**src/rtl/sr_flag_scheduler.sv**
```systemverilog
// sr_flag_scheduler: round-robin arbiter applying SR set/clear commands to a shared flag bank, with a sequenced full-bank sweep
// Ports: clk, rst (async active-low); req_valid/req_idx/req_op in, req_ready out (one-hot grant);
// sweep_start, err_clr in; flags, flags_bar, grant_valid, grant_id, busy, sweep_done, err out.
module sr_flag_scheduler #(
  parameter int NREQ = 4,
  parameter int NFLAG = 8,
  parameter int IW = $clog2(NFLAG)
) (
  input  logic                     clk,
  input  logic                     rst,
  input  logic [NREQ-1:0]          req_valid,
  input  logic [NREQ*IW-1:0]       req_idx,
  input  logic [2*NREQ-1:0]        req_op,
  output logic [NREQ-1:0]          req_ready,
  input  logic                     sweep_start,
  input  logic                     err_clr,
  output logic [NFLAG-1:0]         flags,
  output logic [NFLAG-1:0]         flags_bar,
  output logic                     grant_valid,
  output logic [$clog2(NREQ)-1:0]  grant_id,
  output logic                     busy,
  output logic                     sweep_done,
  output logic                     err
);
  localparam int GW = $clog2(NREQ);
  typedef enum logic {IDLE, SWEEP} state_t;
  state_t state_q, state_d;
  logic [NFLAG-1:0] flags_q, flags_d;
  logic [GW-1:0] ptr_q, ptr_d, grant_id_q, grant_id_d, gid, hi_id, lo_id;
  logic [IW-1:0] cnt_q, cnt_d, idx;
  logic [1:0] op;
  logic grant_valid_q, grant_valid_d, sweep_done_q, sweep_done_d, err_q, err_d;
  logic hi_found, lo_found, found, xfer, in_range, err_set;
  // Lowest valid index at or above ptr wins; otherwise wrap to the lowest valid below ptr.
  always_comb begin
    hi_found = 1'b0;
    lo_found = 1'b0;
    hi_id = '0;
    lo_id = '0;
    for (int j = NREQ - 1; j >= 0; j--) begin
      if (req_valid[j] && j >= int'(ptr_q)) begin
        hi_found = 1'b1;
        hi_id = GW'(j);
      end
      if (req_valid[j] && j < int'(ptr_q)) begin
        lo_found = 1'b1;
        lo_id = GW'(j);
      end
    end
    found = hi_found | lo_found;
    gid = hi_found ? hi_id : lo_id;
  end
  always_comb begin
    xfer = (state_q == IDLE) && !sweep_start && found;
    op = req_op[2*gid +: 2];
    idx = req_idx[gid*IW +: IW];
    in_range = 32'(idx) < NFLAG;
    err_set = xfer && (op == 2'b11 || !in_range);
    req_ready = xfer ? (NREQ'(1) << gid) : '0;
    flags_d = flags_q;
    state_d = state_q;
    cnt_d = cnt_q;
    ptr_d = ptr_q;
    sweep_done_d = 1'b0;
    grant_valid_d = xfer;
    grant_id_d = xfer ? gid : grant_id_q;
    err_d = err_set | (err_q & ~err_clr);
    if (state_q == SWEEP) begin
      flags_d[cnt_q] = 1'b0;
      cnt_d = cnt_q + IW'(1);
      if (32'(cnt_q) == NFLAG - 1) begin
        state_d = IDLE;
        cnt_d = '0;
        sweep_done_d = 1'b1;
      end
    end else if (sweep_start) begin
      state_d = SWEEP;
      cnt_d = '0;
    end else if (xfer) begin
      ptr_d = (32'(gid) == NREQ - 1) ? '0 : gid + GW'(1);
      if (in_range && op == 2'b01) flags_d[idx] = 1'b0;
      if (in_range && op == 2'b10) flags_d[idx] = 1'b1;
    end
  end
  always_ff @(posedge clk or negedge rst) begin
    if (!rst) begin
      state_q <= IDLE;
      flags_q <= '0;
      cnt_q <= '0;
      ptr_q <= '0;
      grant_valid_q <= 1'b0;
      grant_id_q <= '0;
      sweep_done_q <= 1'b0;
      err_q <= 1'b0;
    end else begin
      state_q <= state_d;
      flags_q <= flags_d;
      cnt_q <= cnt_d;
      ptr_q <= ptr_d;
      grant_valid_q <= grant_valid_d;
      grant_id_q <= grant_id_d;
      sweep_done_q <= sweep_done_d;
      err_q <= err_d;
    end
  end
  assign flags = flags_q;
  assign flags_bar = ~flags_q;
  assign grant_valid = grant_valid_q;
  assign grant_id = grant_id_q;
  assign busy = state_q == SWEEP;
  assign sweep_done = sweep_done_q;
  assign err = err_q;
endmodule

```
**config.mk**
```make
export PLATFORM = sky130hd
export DESIGN_NAME = sr_flag_scheduler
export DESIGN_NICKNAME = d
export VERILOG_FILES = /design/src/rtl/sr_flag_scheduler.sv
export SDC_FILE = /design/constraint.sdc
export NUM_CORES = 1
export LEC_CHECK = 0
export BUFFER_PORTS_ARGS = -buffer_cell sky130_fd_sc_hd__buf_2
export CAP_MARGIN = 40
export CORE_ASPECT_RATIO = 1.4
export CORE_UTILIZATION = 48
export DETAILED_ROUTE_END_ITERATION = 12
export GPL_TIMING_DRIVEN = 0
export PLACE_DENSITY = 0.9
export SYNTH_ARGS = -nofsm -noshare
export SYNTH_HDL_FRONTEND = slang
export SYNTH_SLANG_ARGS = --single-unit
```
**constraint.sdc**
```tcl
create_clock -name clk -period 2.64 [get_ports clk]
set_clock_uncertainty 0.1 [all_clocks]
set_input_delay 0.528 -clock clk [delete_from_list [all_inputs] [get_ports clk]]
set_output_delay 0.528 -clock clk [all_outputs]
set_load 0.05 [all_outputs]
```
---- Yosys cells after proc, flatten, opt, wreduce, memory -nomap -nowiden ----
Cells that the tools add are included.
operators by class
  add/sub/neg operators ................... 2
  multiply operators ...................... 1
  $lt $le $gt $ge ......................... 10
  eq/ne operators ......................... 6
  shift operators ......................... 3
  multiplexer cells ....................... 37
  bitwise logic cells ..................... 12
  reductions and logical operators ........ 16
operators by type and width
  operator                                                                       count
  8-bit 2-to-1 mux                                                               8
  8-bit NOT                                                                      3
  2-bit 2-to-1 mux                                                               9
  8-bit AND                                                                      2
  1-bit 2-to-1 mux                                                               14
  12-bit by 5-bit variable part select with 3-bit output                         1
  1-bit logical AND                                                              11
  3-bit 2-to-1 mux                                                               3
  3-bit by 4-bit less-than comparator with 1-bit output (second input constant)  2
  8-bit OR                                                                       1
  8-bit by 4-bit variable part select with 2-bit output                          1
  1-bit demux with 3-bit select                                                  2
  2-bit == test (second input constant)                                          3
  3-bit by 1-bit >= comparator with 1-bit output (second input constant)         2
  1-bit by 2-bit >= comparator with 1-bit output (first input constant)          2
  1-bit by 2-bit less-than comparator with 1-bit output (first input constant)   2
  2-bit by 2-bit multiplier with 4-bit output (second input constant)            1
  4-bit 2-to-1 mux                                                               1
  2-bit nonzero test                                                             2
  1-bit by 2-bit left shift with 4-bit output (first input constant)             1
  3-bit by 1-bit adder with 3-bit output (second input constant)                 1
  3-bit == test (second input constant)                                          1
  1-bit NOT                                                                      3
  3-bit AND reduction                                                            1
  other kinds (9)                                                                10
storage, ports and cells
  bits in registers ....................... 19
  bits of input ports ..................... 28
  output and inout port bits .............. 26
  word-level logic and storage cells ...... 95

---- Depth between registers and ports, before layout ----
Gate-level depths: netlist (run 1).
  word-level depth ........................ 23
  depth in mapped cells ................... 9
  gate-level depth less buffers ........... 9

---- Worst setup path after synthesis (run 1) ----
Ideal clock, no wire load.
  path type ............................... input-to-output
  from .................................... input req_valid[2]
  to ...................................... output req_ready[1]
  arrival ................................. 1.768 ns
  required time ........................... 2.012 ns
  slack ................................... 0.244 ns
  stages .................................. 5
  path buffers ............................ 1
  path through ............................ a22o_1 > a211oi_2 > buf_6 > ha_1 > and2_1
on the way
  word-level cells in the longest chain between the ends .. 7
  elaborated cells on any way between the ends .. 19
  classes of those cells .................. shift: 1; mux: 14; bitwise: 1; reduce/logical: 3
ends and longest elaborated chain
  what                                                               RTL line  text
  start, declared                                                    11        input logic [NREQ-1:0] req_valid,
  1-bit logical AND *                                                41        if (req_valid[j] && j >= int'(ptr_q)) begin
  2-bit 2-to-1 mux or 1-bit 2-to-1 mux (tied branches) (3 in a row)  41
  2-bit 2-to-1 mux *                                                 51        gid = hi_found ? hi_id : lo_id;
  named net gid[0]                                                   29        logic [GW-1:0] ptr_q, ptr_d, grant_id_q, grant_id_d, gid, hi_id, lo_id;
  1-bit by 2-bit left shift with 4-bit output *                      59        req_ready = xfer ? (NREQ'(1) << gid) : '0;
  4-bit 2-to-1 mux *                                                 59
  end, declared                                                      14        output logic [NREQ-1:0] req_ready,
Mark *: on every way through the listed nets, which the timed path passes. The rest lies on a longest branch.

---- Worst setup path in the final report (run 1) ----
  from .................................... input req_valid[1]
  to ...................................... output req_ready[3]
on the way
  word-level cells in the longest chain between the ends .. 6
  elaborated cells on any way between the ends .. 15
  classes of those cells .................. shift: 1; mux: 10; bitwise: 1; reduce/logical: 3
ends and longest elaborated chain
  what                                                     RTL line  text
  1-bit logical AND, on equally long branches              41, 45
  1-bit 2-to-1 mux, on equally long branches (2 in a row)  41, 45
  1-bit OR *                                               50        found = hi_found | lo_found;
  1-bit logical AND *                                      54        xfer = (state_q == IDLE) && !sweep_start && found;
  named net grant_valid_d                                  32        logic grant_valid_q, grant_valid_d, sweep_done_q, sweep_done_d, err_q, err_d;
  4-bit 2-to-1 mux *                                       59
Marked as above.

==> impl_results.md, run 1 <==
- IO Count: 54
- CTS root buffer: clkbuf_4
- Worst hold path type: input port to asynchronous set/reset pin
- Vias in the first global route: 1172
- Status: complete, no violations
- Buffers added on ports: 53
- Max stage delay cell, worst path: nor4_1
- Fill cells: 222
- Yosys reg bits: 19
- Relative max-transition margin: 0.6343
- Final #Nets: 242
- Area of the multi-input gates: 839.6 µm²
- Unrepaired setup endpoints after global routing: yes
- MaxCap Viol Count: 0
- Row cnt: 22
- Worst R2R Setup Slack: 0.26 ns
- Total track usage: 0.2164
- Gr ovfl total: 0
- Int Pwr: 0.7966 mW
- Antenna violations before repair: 0
- Placed Cells: 236
- Worst slew pin tran: 0.5485 ns
- DRT iter0 DRCs: 53
- Pwr Density: 904.3 mW/mm²
- CTS Buffer Depth: 2
- Final HPWL DP: 2461 µm
- Top delay family on crit path: simple AND/OR/NAND/NOR gates
- Worst r2r src: ptr_q[0]
- Syn Nets: 181
- Fmax: 393.6 MHz
- Type of the worst setup path: input port to output pin
- Reg2reg end: flags[7]
- Finished Cell Area: 0.001797 mm²
- Die Y-Extent: 65.71 µm
- Final Hold Vio Count: 0
- Core region area: 0.002698 mm²
- WL per Instance: 12.79 µm
- Starting Density: 0.5158
- Cells along the critical path: buf_2 -> nor4_1 -> nand2b_2 -> clkinvlp_4 -> and2_1 -> clkbuf_4
- Power, Total: 1.625 mW
- Switch Pwr: 0.8281 mW
- Crit Path Max Fanout: 9
- Vias per Instance: 5.272
- Syn. warnings: 0
- Hold WS: 0.04655 ns
- Sequential fraction of the synthesis area: 0.3417
- Crit path time final: 2.541 ns
- First-pass GRT wire length: 4864 µm
- Mean Syn Cell Area: 9.465 µm²
- CP startpoint kind: input port
- Tcrit/Tclk final: 0.9623
- Total die area: 0.003121 mm²
- Fraction of layout cells with a size suffix above 1: 0.4541
- Die Wd: 47.50 µm
- Ant diodes: 0
- Post-synthesis cell type count: 42
- Flop pwr share: 0.291
- WP buf/inv: 3
- Leak: 0.8352 nW
- R2R depth: 9
- CTS tree: done
- CP required: 2.01 ns
- Pre-Repair DR Iteration Count: 4
- GP Congestion: 0.8146
- Most frequent cells in the layout: buf_2, nand2_1, dfrtp_1
- Clock Pin Slew Worst Setup and Hold Paths: 0.11 ns
- Sw Share: 0.5097
- Fin cells: 243
- Max IR drop VDD: 0.7596 mV
- Slew Viols, Final: 0
- # H-tree levels: 1
- Num CTS Buffers: 3
- Commonest non-fill, non-tap cell in the layout: buf_2
- Residual DRC: 0
- Clock Latency Late Sink: 0.29 ns
- Part of the power in the clock network: 0.087
- Vias: 1281
- ANT nets after route: 0
- Final WL: 3109 µm
- Power share of the combinational group: 0.622
- Worst stage delay on the critical path: 0.34 ns
- Cells after Synth: 147
- Largest net degree at the start of global routing: 20
- Setup crit end kind: output pin
- Mapped Area: 0.001391 mm²
- Register area: 476.7 µm²
- Final setup fails: 0
- CTS Hold Buffers Added: 0
- Clk sinks: 19
- Post-place instance area: 0.001702 mm²
- Worst Path Arrival: 1.91 ns
- P&R area growth vs syn: 29.14%
[registers in the layout (all words and copies together), names as in the netlist]
register and cells:
busy 1, cnt_q 3, err 1, flags 8
grant_id 2, grant_valid 1, ptr_q 2, sweep_done 1
[cells by family (layout without fill, tap and decap cells)]
group,after synthesis,in the layout,share of synthesized area
AND/OR/NAND/NOR,51,51,0.2122
AO/OA/AOI/OAI,46,46,0.2824
flip-flops,19,19,0.3417
buffers and inverters,19,79,0.06204
adder cells (fa/ha/maj),6,6,0.05396
multiplexers,6,6,0.04766
[cell type report]
cell class,count,area share
Buffer,3,0.01462
Clock buffer,4,0.01462
Inverter,15,0.03482
Multi-Input combinational cell,109,0.4673
Sequential cell,19,0.2653
Tap cell,36,0.02507
Timing Repair Buffer,57,0.1783
[Yosys cell counts]
cell,instances,area (µm²)
nand2_1,23,86.33
dfrtp_1,19,475.5
a21oi_1,14,70.07
inv_1,14,52.55
o21ai_0,9,45.04
a221oi_2,7,105.1
and2_1,7,43.79
nand2b_1,7,43.79
ha_1,6,75.07
mux2i_1,4,40.04
a211oi_2,2,25.02
a32o_1,2,20.02
and3_4,2,22.52
buf_6,2,22.52
o31ai_1,2,15.01
a211o_1,1,8.760
a21boi_0,1,7.510
a21o_1,1,7.510
a221o_1,1,10.01
a22o_1,1,8.760
a32oi_4,1,27.53
and2b_1,1,7.510
and2b_2,1,8.760
buf_1,1,3.750
clkbuf_1,1,3.750
clkinv_1,1,3.750
mux2_2,1,11.26
mux2_4,1,15.01
nand2b_2,1,8.760
nand3_1,1,5.000
nand3b_1,1,7.510
nor2_1,1,3.750
nor2_2,1,6.260
nor3_2,1,10.01
nor3_4,1,16.27
nor3b_2,1,12.51
nor4_1,1,6.260
o2111ai_1,1,8.760
o21ai_1,1,5.000
o21ai_2,1,8.760
o22ai_4,1,20.02
or2_2,1,6.260
[repair_timing]
item | in CTS | in global routing
resized for setup | 2 | 19
setup endpoints to repair | 4 | 4
buffers inserted | 2 | 2
pin swaps | 1 | 3
[power groups by stage]
| stage | Combinational (mW) | Sequential (mW) | Clock [mW] |
|---|---|---|---|
| 3_3_place_gp | 0.956 | 0.455 | 0 |
| 2_1_floorplan | 0.631 | 0.594 | 0 |
| 3_5_place_dp | 0.975 | 0.460 | 0 |
| 4_1_cts | 0.997 | 0.455 | 0.149 |
| 5_1_grt | 1.10 | 0.485 | 0.164 |
| 6_report | 1.01 | 0.472 | 0.141 |
[layer usage]
metal / vias to the layer above / track usage / routed length [µm]
li1: 641 / - / -
met5: - / 0 / 0
met4: 0 / 0.09643 / 54
met2: 54 / 0.3647 / 1583
met3: 6 / 0.02473 / 137
met1: 580 / 0.2633 / 1334
[per-stage QoR]
| step | setup TNS, ns | util | worst slack (ns) |
|---|---|---|---|
| finish | 0 | 0.6660 | 0.09950 |
| detailed placement | -0.06549 | 0.6308 | -0.02819 |
| global route | -0.002870 | 0.6660 | -0.002870 |
| global placement | -0.05334 | 0.6308 | -0.02861 |
| floorplan | 0 | - | 0.2443 |
| CTS | 0 | 0.6466 | 0.01833 |
[worst max-delay path by stage]
stage	start	endpoint	slack (ns)	cells past startpoint
2_1_floorplan	req_valid[2]	req_ready[1]	0.24	5
3_3_place_gp	req_valid[3]	req_ready[2]	-0.03	9
3_5_place_dp	req_valid[3]	req_ready[0]	-0.03	9
4_1_cts	ptr_q[1]	req_ready[2]	0.02	7
5_1_grt	req_valid[1]	req_ready[3]	-0.003	6
6_report	req_valid[1]	req_ready[3]	0.1	6
Note: power is estimated with default switching activity, not from simulation.
==> run 2, diff against run 1 <==
- clock period: 2.64 -> 2.7 ns (I/O delays scaled with it)
==> impl_results.md, run 2 (synthesis results as in run 1) <==
- Worst r2r src: ptr_q[1]
- Clock Pin Slew Worst Setup and Hold Paths: 0.11 ns (about the same)
- Antenna violations before repair: 0 (unchanged)
- Crit Path Max Fanout: 9 (unchanged)
- First-pass GRT wire length: 4850 µm (-0.29%)
- Register area: 476.7 µm² (unchanged)
- Die Y-Extent: 65.71 µm (unchanged)
- Max IR drop VDD: 0.7327 mV (-3.5%)
- Residual DRC: 0 (unchanged)
- # H-tree levels: 1 (unchanged)
- P&R area growth vs syn: 25.99%
- Row cnt: 22 (unchanged)
- CP required: 2.06 ns (+0.05 ns)
- Worst R2R Setup Slack: 0.32 ns (+0.06 ns)
- Worst slew pin tran: 0.5501 ns (+0.001633 ns)
- Ant diodes: 0 (unchanged)
- Leak: 0.8267 nW (-1.0%)
- Most frequent cells in the layout: buf_2, nand2_1, dfrtp_1
- Type of the worst setup path: input port to output pin
- Gr ovfl total: 0 (unchanged)
- CP startpoint kind: input port
- Critical path origin: req_valid[1]
- CTS root buffer: clkbuf_4
- Finished Cell Area: 0.001753 mm² (-2.4%)
- Worst hold path type: input port to asynchronous set/reset pin
- Buffers added on ports: 53 (unchanged)
- Starting Density: 0.5158 (unchanged)
- Slew Viols, Final: 0 (unchanged)
- GP Congestion: 0.8146 (unchanged)
- Fill cells: 231 (+4.1%)
- MaxCap Viol Count: 0 (unchanged)
- Relative max-transition margin: 0.6332 (-0.001088)
- Core region area: 0.002698 mm² (unchanged)
- Unrepaired setup endpoints after global routing: no
- Total die area: 0.003121 mm² (unchanged)
- CTS Buffer Depth: 2 (unchanged)
- Commonest non-fill, non-tap cell in the layout: buf_2
- Vias: 1271 (-0.78%)
- Clk sinks: 19 (unchanged)
- WL per Instance: 12.60 µm (-1.5%)
- Final #Nets: 240 (-0.83%)
- Post-place instance area: 0.001702 mm² (unchanged)
- Pre-CTS WS: 0.007807 ns (+0.03600 ns)
- Worst Path Arrival: 1.93 ns (+0.02 ns)
- Fraction of layout cells with a size suffix above 1: 0.4244 (-0.02972)
- Crit path time final: 2.573 ns
- IO Count: 54 (unchanged)
- Status: complete, no violations
- Hold WS: 0.05712 ns (+0.01057 ns)
- Setup crit end kind: output pin
- Clock Latency Late Sink: 0.29 ns (about the same)
- ANT nets after route: 0 (unchanged)
- Area of the multi-input gates: 829.5 µm² (-1.2%)
- Utilization after layout: 0.6498 (-0.01623)
- Setup TNS Final: 0 ns (unchanged)
- Fmax: 388.7 MHz
- Vias per Instance: 5.274 (about the same)
- Die Wd: 47.50 µm (unchanged)
- Post-route setup slack: 0.1275 ns (+0.02797 ns)
- Total track usage: 0.2159 (-0.0005438)
- Final Hold Vio Count: 0 (unchanged)
- CTS tree: done
- Tcrit/Tclk final: 0.9528
- DRT iter0 DRCs: 50 (-5.7%)
- Num CTS Buffers: 3 (unchanged)
- Pwr Density: 886.4 mW/mm² (-2.0%)
- Vias in the first global route: 1164 (-0.68%)
- Pre-Repair DR Iteration Count: 4 (unchanged)
- Final WL: 3037 µm (-2.3%)
- Final HPWL DP: 2461 µm (unchanged)
- Largest net degree at the start of global routing: 20 (unchanged)
- Largest register FFs: 8 (unchanged)
- Final setup fails: 0 (unchanged)
- CTS Hold Buffers Added: 0 (unchanged)
run 2: path summary, 6_finish.rpt:
check,to,depth (start not counted)
setup / recovery,req_ready[1],6
hold / removal,flags[3],1
setup reg to reg,flags[2],9
hold reg to reg,grant_id[0],2
max in group asynchronous,ptr_q[1],1
min in group clk,err,2
run 2: report_power, final:
group	internal [mW]	switching, mW
combinational	0.334	0.620
sequential	0.366	0.0949
clock	0.0574	0.0810
run 2: through the flow:
step                std cells  power (mW)
floorplan                 147       1.198
global placement          236       1.380
detailed placement        236       1.403
CTS                       241       1.556
global route              241       1.679
finish                    241       1.554
run 2: layout make-up:
class	count	share of cell area
clock buffers	4	0.01499
well taps	36	0.02570
multi-input cells	109	0.4732
inverters	15	0.03212
flip-flops and latches	19	0.2719
plain buffers	3	0.01499
repair buffers	55	0.1670
run 2: what timing repair did:
item | CTS | global route
pin swaps | 1 | 2
resized for setup | 1 | 9
buffers inserted | 1 | 1
endpoints found under the setup margin | 3 | 4
run 2: worst max-delay path, cell delays in order:
cell and delay, ns:
buf_2 0.12, nor4_1 0.34, nand2b_2 0.27, clkinv_1 0.23, and2_1 0.23, buf_2 0.20
run 2: per-layer routing:
layer	up-vias	GRT usage	wire length [µm]
met2	51	0.3630	1540
met3	6	0.02473	120
met5	-	0	0
met4	0	0.09643	54
li1	638	-	-
met1	576	0.2633	1322
